$ cat src/rtl/pe_input_feed_scheduler_if.sv
// Bus bundle between the input-feed scheduler, the feature-map RAM and the
// Input_pre_data_module.
//   master (scheduler): drives mem_rd_en/mem_addr, o_data_din/o_data_din_vld;
//                       receives mem_rd_data and pe_dout_vld.
//   slave  (RAM + PE) : the mirror image.
interface pe_input_feed_scheduler_if #(
    parameter int unsigned DATA_W = 8,
    parameter int unsigned ADDR_W = 12
);
    logic              mem_rd_en;
    logic [ADDR_W-1:0] mem_addr;
    logic [DATA_W-1:0] mem_rd_data;
    logic [DATA_W-1:0] o_data_din;
    logic              o_data_din_vld;
    logic              pe_dout_vld;

    modport master (
        output mem_rd_en,
        output mem_addr,
        input  mem_rd_data,
        output o_data_din,
        output o_data_din_vld,
        input  pe_dout_vld
    );

    modport slave (
        input  mem_rd_en,
        input  mem_addr,
        output mem_rd_data,
        input  o_data_din,
        input  o_data_din_vld,
        output pe_dout_vld
    );
endinterface

$ cat src/rtl/pe_input_feed_scheduler.sv
// Input feed scheduler for one feature-map tile.
//
// Walks the padded tile (W+2P) x (H+2P) in raster order, one position per
// enabled cycle. Interior positions read the synchronous feature-map RAM,
// border positions emit the latched pad byte. Bytes reach o_data_din two
// clocks after the position is issued. After the last position and a
// two-cycle drain the block waits for the pre-data module's dout_vld, then
// pulses done.
//
// Ports:
//   din_clk, rst_n      clock, asynchronous active-low reset
//   start               frame request, sampled only while idle
//   abort               synchronous cancel of a running frame
//   en                  pause issuing positions while low
//   cfg_width/height    unpadded tile dimensions (must be non-zero)
//   cfg_pad             pad width per side
//   cfg_pad_value       byte emitted at pad positions
//   bus (master)        RAM read port, pixel stream out, pe_dout_vld in
//   busy                frame in progress
//   done                one-cycle completion pulse
//   err                 one-cycle pulse on a start with zero width/height
module pe_input_feed_scheduler #(
    parameter int unsigned DATA_W = 8,
    parameter int unsigned DIM_W  = 6,
    parameter int unsigned ADDR_W = 12,
    parameter int unsigned PAD_W  = 2
) (
    input  logic                       din_clk,
    input  logic                       rst_n,
    input  logic                       start,
    input  logic                       abort,
    input  logic                       en,
    input  logic [DIM_W-1:0]           cfg_width,
    input  logic [DIM_W-1:0]           cfg_height,
    input  logic [PAD_W-1:0]           cfg_pad,
    input  logic [DATA_W-1:0]          cfg_pad_value,
    pe_input_feed_scheduler_if.master  bus,
    output logic                       busy,
    output logic                       done,
    output logic                       err
);

    // Two extra bits so W+2P and H+2P never overflow the position counters.
    localparam int unsigned CNT_W = DIM_W + 2;

    localparam logic [2:0] StIdle   = 3'd0;
    localparam logic [2:0] StRun    = 3'd1;
    localparam logic [2:0] StDrain  = 3'd2;
    localparam logic [2:0] StWaitPe = 3'd3;
    localparam logic [2:0] StDone   = 3'd4;

    logic [2:0]        state_q, state_d;
    logic [CNT_W-1:0]  row_q, row_d;
    logic [CNT_W-1:0]  col_q, col_d;
    logic [ADDR_W-1:0] base_q, base_d;
    logic              drain_q, drain_d;

    logic [DIM_W-1:0]  w_q, w_d;
    logic [DIM_W-1:0]  h_q, h_d;
    logic [PAD_W-1:0]  p_q, p_d;
    logic [DATA_W-1:0] pv_q, pv_d;

    logic              busy_q, busy_d;
    logic              done_q, done_d;
    logic              err_q, err_d;

    logic              vld_b_q, vld_b_d;
    logic              pad_b_q, pad_b_d;
    logic              o_vld_q, o_vld_d;
    logic [DATA_W-1:0] o_data_q, o_data_d;

    logic [CNT_W-1:0]  p_ext, w_ext, h_ext;
    logic [CNT_W-1:0]  w_end, h_end;
    logic [CNT_W-1:0]  wp, hp;
    logic              row_is_data, col_is_data, is_pad;
    logic              last_col, last_row;
    logic              issue, rd_en, abort_now;
    logic [ADDR_W-1:0] addr;

    // ------------------------------------------------------------------
    // Position decode
    // ------------------------------------------------------------------
    always_comb begin
        p_ext = CNT_W'(p_q);
        w_ext = CNT_W'(w_q);
        h_ext = CNT_W'(h_q);
        w_end = w_ext + p_ext;
        h_end = h_ext + p_ext;
        wp    = w_end + p_ext;
        hp    = h_end + p_ext;

        row_is_data = (row_q >= p_ext) && (row_q < h_end);
        col_is_data = (col_q >= p_ext) && (col_q < w_end);
        is_pad      = !(row_is_data && col_is_data);

        last_col = (col_q == wp - CNT_W'(1));
        last_row = (row_q == hp - CNT_W'(1));

        issue     = (state_q == StRun) && en;
        rd_en     = issue && !is_pad;
        abort_now = abort && (state_q != StIdle);

        // base_q already holds (row-P)*W on data rows; col >= P here.
        addr = base_q + ADDR_W'(col_q - p_ext);
    end

    assign bus.mem_rd_en = rd_en;
    assign bus.mem_addr  = rd_en ? addr : '0;

    // ------------------------------------------------------------------
    // Control FSM and position counters
    // ------------------------------------------------------------------
    always_comb begin
        state_d = state_q;
        row_d   = row_q;
        col_d   = col_q;
        base_d  = base_q;
        drain_d = drain_q;
        w_d     = w_q;
        h_d     = h_q;
        p_d     = p_q;
        pv_d    = pv_q;
        busy_d  = busy_q;
        done_d  = 1'b0;
        err_d   = 1'b0;

        case (state_q)
            StIdle: begin
                if (start && !abort) begin
                    if (cfg_width != '0 && cfg_height != '0) begin
                        state_d = StRun;
                        busy_d  = 1'b1;
                        row_d   = '0;
                        col_d   = '0;
                        base_d  = '0;
                        drain_d = 1'b0;
                        w_d     = cfg_width;
                        h_d     = cfg_height;
                        p_d     = cfg_pad;
                        pv_d    = cfg_pad_value;
                    end else begin
                        err_d = 1'b1;
                    end
                end
            end
            StRun: begin
                if (en) begin
                    if (last_col) begin
                        col_d = '0;
                        // Leaving a data row: next data row starts W further on.
                        if (row_is_data) begin
                            base_d = base_q + ADDR_W'(w_q);
                        end
                        if (last_row) begin
                            state_d = StDrain;
                            drain_d = 1'b0;
                        end else begin
                            row_d = row_q + CNT_W'(1);
                        end
                    end else begin
                        col_d = col_q + CNT_W'(1);
                    end
                end
            end
            StDrain: begin
                // Two cycles: lets the final position clear stage B and the
                // output register.
                if (drain_q) begin
                    state_d = StWaitPe;
                    drain_d = 1'b0;
                end else begin
                    drain_d = 1'b1;
                end
            end
            StWaitPe: begin
                if (pe_dout_vld_i()) begin
                    state_d = StDone;
                    done_d  = 1'b1;
                end
            end
            StDone: begin
                state_d = StIdle;
                busy_d  = 1'b0;
            end
            default: begin
                state_d = StIdle;
                busy_d  = 1'b0;
            end
        endcase

        if (abort_now) begin
            state_d = StIdle;
            busy_d  = 1'b0;
            done_d  = 1'b0;
        end
    end

    function automatic logic pe_dout_vld_i();
        return bus.pe_dout_vld;
    endfunction

    // ------------------------------------------------------------------
    // Data pipeline: stage B tags the issued position, output register
    // selects pad byte or RAM data (which lands the cycle after the read).
    // ------------------------------------------------------------------
    always_comb begin
        vld_b_d  = issue && !abort_now;
        pad_b_d  = is_pad;
        o_vld_d  = vld_b_q && !abort_now;
        o_data_d = o_data_q;
        if (vld_b_q) begin
            o_data_d = pad_b_q ? pv_q : bus.mem_rd_data;
        end
    end

    always_ff @(posedge din_clk or negedge rst_n) begin
        if (!rst_n) begin
            state_q  <= StIdle;
            row_q    <= '0;
            col_q    <= '0;
            base_q   <= '0;
            drain_q  <= 1'b0;
            w_q      <= '0;
            h_q      <= '0;
            p_q      <= '0;
            pv_q     <= '0;
            busy_q   <= 1'b0;
            done_q   <= 1'b0;
            err_q    <= 1'b0;
            vld_b_q  <= 1'b0;
            pad_b_q  <= 1'b0;
            o_vld_q  <= 1'b0;
            o_data_q <= '0;
        end else begin
            state_q  <= state_d;
            row_q    <= row_d;
            col_q    <= col_d;
            base_q   <= base_d;
            drain_q  <= drain_d;
            w_q      <= w_d;
            h_q      <= h_d;
            p_q      <= p_d;
            pv_q     <= pv_d;
            busy_q   <= busy_d;
            done_q   <= done_d;
            err_q    <= err_d;
            vld_b_q  <= vld_b_d;
            pad_b_q  <= pad_b_d;
            o_vld_q  <= o_vld_d;
            o_data_q <= o_data_d;
        end
    end

    assign bus.o_data_din     = o_data_q;
    assign bus.o_data_din_vld = o_vld_q;
    assign busy               = busy_q;
    assign done               = done_q;
    assign err                = err_q;

endmodule

$ cat src/flat_wrapper.sv
// flat-port wrapper written by rule: the top's interface ports become plain ports
module pe_input_feed_scheduler_flat 
#(
    parameter int unsigned DATA_W = 8,
    parameter int unsigned DIM_W  = 6,
    parameter int unsigned ADDR_W = 12,
    parameter int unsigned PAD_W  = 2
)
  (din_clk, rst_n, start, abort, en, cfg_width, cfg_height, cfg_pad, cfg_pad_value, busy, done, err, bus_mem_rd_en, bus_mem_addr, bus_mem_rd_data, bus_o_data_din, bus_o_data_din_vld, bus_pe_dout_vld);
  pe_input_feed_scheduler_if #(.DATA_W(DATA_W), .ADDR_W(ADDR_W)) bus_i ();
  input  logic din_clk;
  input  logic rst_n;
  input  logic start;
  input  logic abort;
  input  logic en;
  input  logic [DIM_W-1:0] cfg_width;
  input  logic [DIM_W-1:0] cfg_height;
  input  logic [PAD_W-1:0] cfg_pad;
  input  logic [DATA_W-1:0] cfg_pad_value;
  output logic busy;
  output logic done;
  output logic err;
  output wire logic [$bits(bus_i.mem_rd_en)-1:0] bus_mem_rd_en;
  output wire logic [$bits(bus_i.mem_addr)-1:0] bus_mem_addr;
  input wire logic [$bits(bus_i.mem_rd_data)-1:0] bus_mem_rd_data;
  output wire logic [$bits(bus_i.o_data_din)-1:0] bus_o_data_din;
  output wire logic [$bits(bus_i.o_data_din_vld)-1:0] bus_o_data_din_vld;
  input wire logic [$bits(bus_i.pe_dout_vld)-1:0] bus_pe_dout_vld;
  assign bus_mem_rd_en = bus_i.mem_rd_en;
  assign bus_mem_addr = bus_i.mem_addr;
  assign bus_i.mem_rd_data = bus_mem_rd_data;
  assign bus_o_data_din = bus_i.o_data_din;
  assign bus_o_data_din_vld = bus_i.o_data_din_vld;
  assign bus_i.pe_dout_vld = bus_pe_dout_vld;
  pe_input_feed_scheduler #(.DATA_W(DATA_W), .DIM_W(DIM_W), .ADDR_W(ADDR_W), .PAD_W(PAD_W)) u_core (.din_clk(din_clk), .rst_n(rst_n), .start(start), .abort(abort), .en(en), .cfg_width(cfg_width), .cfg_height(cfg_height), .cfg_pad(cfg_pad), .cfg_pad_value(cfg_pad_value), .bus(bus_i), .busy(busy), .done(done), .err(err));
endmodule
$ cat config.mk
export PLATFORM = sky130hd
export DESIGN_NAME = pe_input_feed_scheduler_flat
export DESIGN_NICKNAME = d
export VERILOG_FILES = /design/src/rtl/pe_input_feed_scheduler_if.sv /design/src/rtl/pe_input_feed_scheduler.sv /design/src/flat_wrapper.sv
export SDC_FILE = /design/constraint.sdc
export NUM_CORES = 1
export LEC_CHECK = 0
export CAP_MARGIN = 20
export CORE_MARGIN = 8
export CORE_UTILIZATION = 50
export DETAILED_ROUTE_END_ITERATION = 12
export PLACE_DENSITY = 0.76
export SYNTH_ARGS = -nofsm -noshare
export SYNTH_HDL_FRONTEND = slang
export SYNTH_SLANG_ARGS = --single-unit
$ cat constraint.sdc
create_clock -name din_clk -period 6.4 [get_ports din_clk]
set_input_delay 1.92 -clock din_clk [delete_from_list [all_inputs] [get_ports din_clk]]
set_output_delay 1.92 -clock din_clk [all_outputs]
set_load 0.03 [all_outputs]
==> results of run 1 <==
## state kept, by name, summed over array words and instances (netlist names)
signal	cells
u_core.h_q	6
u_core.drain_q	1
u_core.vld_b_q	1
u_core.col_q	8
u_core.busy	1
u_core.row_q	8
u_core.err	1
u_core.done	1
u_core.w_q	6
u_core.bus.o_data_din_vld	1
u_core.pad_b_q	1
u_core.base_q	12
u_core.p_q	2
u_core.bus.o_data_din	8
u_core.state_q	3
u_core.pv_q	8
## cell usage after synthesis, types with 6 or more instances
library cell,number
a21o_1,11
a21oi_1,29
a31oi_1,12
and2_1,11
and3_1,7
buf_2,7
clkbuf_1,19
dfrtp_1,68
fa_1,7
ha_1,47
inv_1,46
mux2_2,21
mux2i_1,15
nand2_1,37
nand2b_1,10
nand3_1,24
nor2_1,50
nor2b_1,7
nor3_1,12
nor4_1,8
o21ai_0,24
o41ai_1,13
or3_1,6
xnor2_1,33
xor2_1,18
## worst max path at each step
stage | startpoint | to | slack [ns] | depth (start not counted)
floorplan | u_core.p_q[0] | bus_mem_addr[1] | 0.74 | 13
global placement | en | bus_mem_addr[8] | 0.38 | 8
detailed placement | en | bus_mem_addr[8] | 0.37 | 8
CTS | u_core.p_q[0] | bus_mem_addr[8] | 0.03 | 13
global route | u_core.p_q[0] | bus_mem_addr[5] | 0.02 | 13
finish | u_core.p_q[0] | bus_mem_addr[9] | 0.24 | 13
## cell families after synthesis
kind of cell | after synthesis | share of synthesized area, %
and+or+nand+nor | 198 | 18.2
AOI/OAI and AO/OA | 148 | 18.7
buffers and inverters | 76 | 5.19
DFF | 68 | 29.6
adders and majority gates | 56 | 13.0
xor gates and xnor gates | 53 | 8.35
muxes | 37 | 6.93
## cell type report
| cell class | instances | area, um^2 | share of cell area [%] |
|---|---|---|---|
| Multi-Input combinational cell | 492 | 3760 | 55.6 |
| Sequential cell | 68 | 1700 | 25.2 |
| Timing Repair Buffer | 64 | 641 | 9.47 |
| Clock buffer | 9 | 225 | 3.33 |
| Tap cell | 143 | 179 | 2.65 |
| Inverter | 46 | 173 | 2.55 |
| Clock inverter | 7 | 82.6 | 1.22 |
## per-layer routing
metal | vias up | global-route usage [%]
met5 | - | 0
met1 | 2435 | 26.1
met2 | 164 | 32.2
met4 | 0 | 5.79
li1 | 2410 | -
met3 | 23 | 3.93
## cell usage in the layout, fill, tap and decap left out, types with 7 or more instances in the layout
| master | n |
|---|---|
| o21ai_0 | 24 |
| nand2_1 | 37 |
| xnor2_1 | 33 |
| dlymetal6s2s_1 | 8 |
| nor3_1 | 12 |
| inv_1 | 46 |
| and2_1 | 11 |
| clkbuf_16 | 9 |
| o41ai_1 | 13 |
| a21oi_1 | 29 |
| mux2i_1 | 15 |
| nand2b_1 | 10 |
| nor4_1 | 8 |
| nor2b_1 | 7 |
| a21o_1 | 11 |
| clkdlybuf4s50_1 | 49 |
| nor2_1 | 49 |
| ha_1 | 47 |
| xor2_1 | 16 |
| mux2_2 | 21 |
| dfrtp_1 | 68 |
| a31oi_1 | 12 |
| nand3_1 | 24 |
| and3_1 | 7 |
## metrics by stage
stage	hold slack [ns]	instances	util, %	cell area (um^2)	worst slack (ns)
2_1_floorplan	0.475	636	-	5740	0.743
3_3_place_gp	0.490	813	56.7	6420	0.384
3_5_place_dp	0.496	813	56.7	6420	0.374
4_1_cts	0.510	829	59.4	6730	0.0293
5_1_grt	0.533	829	59.7	6760	0.0208
6_report	0.509	829	59.7	6760	0.241
==> results.cfg, run 1 <==
[outcome]
outcome = finished clean

[sta]
fin_skew_ns = 0.00766
relSlewSlack_pct = 34.3
hold_viol = 0
fmax_ghz = 0.162
finalSetupTns_ns = 0
fin_crit_ns = 6.16
rsz0062_at_grt = no
fin_crit_sh_pct = 96.2
drv_slew = 0
setup_violations = 0
worst_pin_slew_ns = 0.983

[layout]
area_growth_pct = 17.8
nets = 771
diodes = 0
fillers = 974
drive_above_1_share_pct = 9.62

[drt]
postRouteWirelength_um = 14600
drtAntennaViolNets = 0
drc = 0
wl_per_cell_um = 17.6
top_layer = met4
wl_met2_um = 6890
m1WireLength_um = 6580
drt_first_iter_violations = 445
dr.pass1.iters = 5
viasPerCell = 6.07
met3_length_um = 868
vias = 5032

[clock_tree]
clk_pin_slew_ns = 0.06
cts_num_sinks = 68
cts_resized = 0
htreeDepth = 3
cts_max_path_buffers = 2
hold_buffers = 0
cts-root-buf = clkbuf_16
cts_setup_buffers = 0
clk_latency_ns = 0.34
cts-buffers-inserted = 9
tritoncts = yes

[logic_synthesis]
synth_fp_nets = 726
postSynthCellCount = 636
synth_edf_count = 0
synth_area_um2 = 5740
synth_area_per_cell_um2 = 9.03
synth_top_area_share_pct = 29.6
ys_async_sr_fraction_pct = 100
synth_area_leaders = dfrtp_1, ha_1, xnor2_1
synthDistinctLibCells = 77
ys.flop_type = dfrtp_1
yosys_warnings = 0
yosysSeqAreaShare_pct = 29.6
synth_seq_cells = 68
yosysTopAreaCell = dfrtp_1

[setup_path]
worstPathArrival_ns = 4.24
cp_max_fo = 13
cp.buffers_inverters = 3
rr_endpoint = u_core.row_q[0]
reg2reg_from = u_core.p_q[0]
required_ns = 4.48
cp_slowest_cell = clkdlybuf4s50_1
crit_path_end_kind = output port
crit_type = reg2out
r2r_cells = 16
crit_family = adder cells
start_kind = flip-flop
cp_cell_sequence = ha_1 > fa_2 > xor2_2 > inv_1 > ha_1 > a21oi_1 > maj3_1 > o21ai_0 > maj3_1 > a21oi_1 > buf_4 > and2_1 > clkdlybuf4s50_1
max_stage_delay_ns = 0.66
reg2reg_setup_slack_ns = 1.33

[hold_path]
hold_end = u_core.pv_q[1]
hold_path_depth = 1
worstHoldStart = u_core.pv_q[1]
hp-class = reg2reg

[floorplan]
coreArea_um2 = 11300
die_area_um2 = 15200
io_pins = 61
num_rows = 39
die_w_um = 123
die_y_um = 123
start_util_pct = 50.7

[global_route]
grt_remaining_overflow = 0
grt_max_degree = 69
grt_pass1_wl_um = 24300
antenna_found_initial = 0
grt_pass1_vias = 4933
grtUsageTotal_pct = 19.8

[placement]
gp_congestion = 0.917
dp_hpwl_um = 10900
io_buffers = 60

[flow_run]
drv_cap = 0
Power of run 1 is not shown: default switching activity piles up to over one toggle a cycle in this logic, so the estimate is an artifact.
==> run 2, diff against run 1 <==
--- a/config.mk
+++ b/config.mk
@@ -10,6 +10,7 @@
 export CORE_UTILIZATION = 50
 export DETAILED_ROUTE_END_ITERATION = 12
 export PLACE_DENSITY = 0.76
+export SLEW_MARGIN = 0
 export SYNTH_ARGS = -nofsm -noshare
 export SYNTH_HDL_FRONTEND = slang
 export SYNTH_SLANG_ARGS = --single-unit
==> results of run 2 <==
The final DEF is identical to that of run 1; final timing and power are the same.
Power of run 2 is left out for the same reason.
==> run 3, diff against run 2 <==
--- a/config.mk
+++ b/config.mk
@@ -14,3 +14,4 @@
 export SYNTH_ARGS = -nofsm -noshare
 export SYNTH_HDL_FRONTEND = slang
 export SYNTH_SLANG_ARGS = --single-unit
+export TNS_END_PERCENT = 10
==> results of run 3 <==
The final DEF is identical to that of run 1; final timing and power are the same.
Power of run 3 is left out for the same reason.
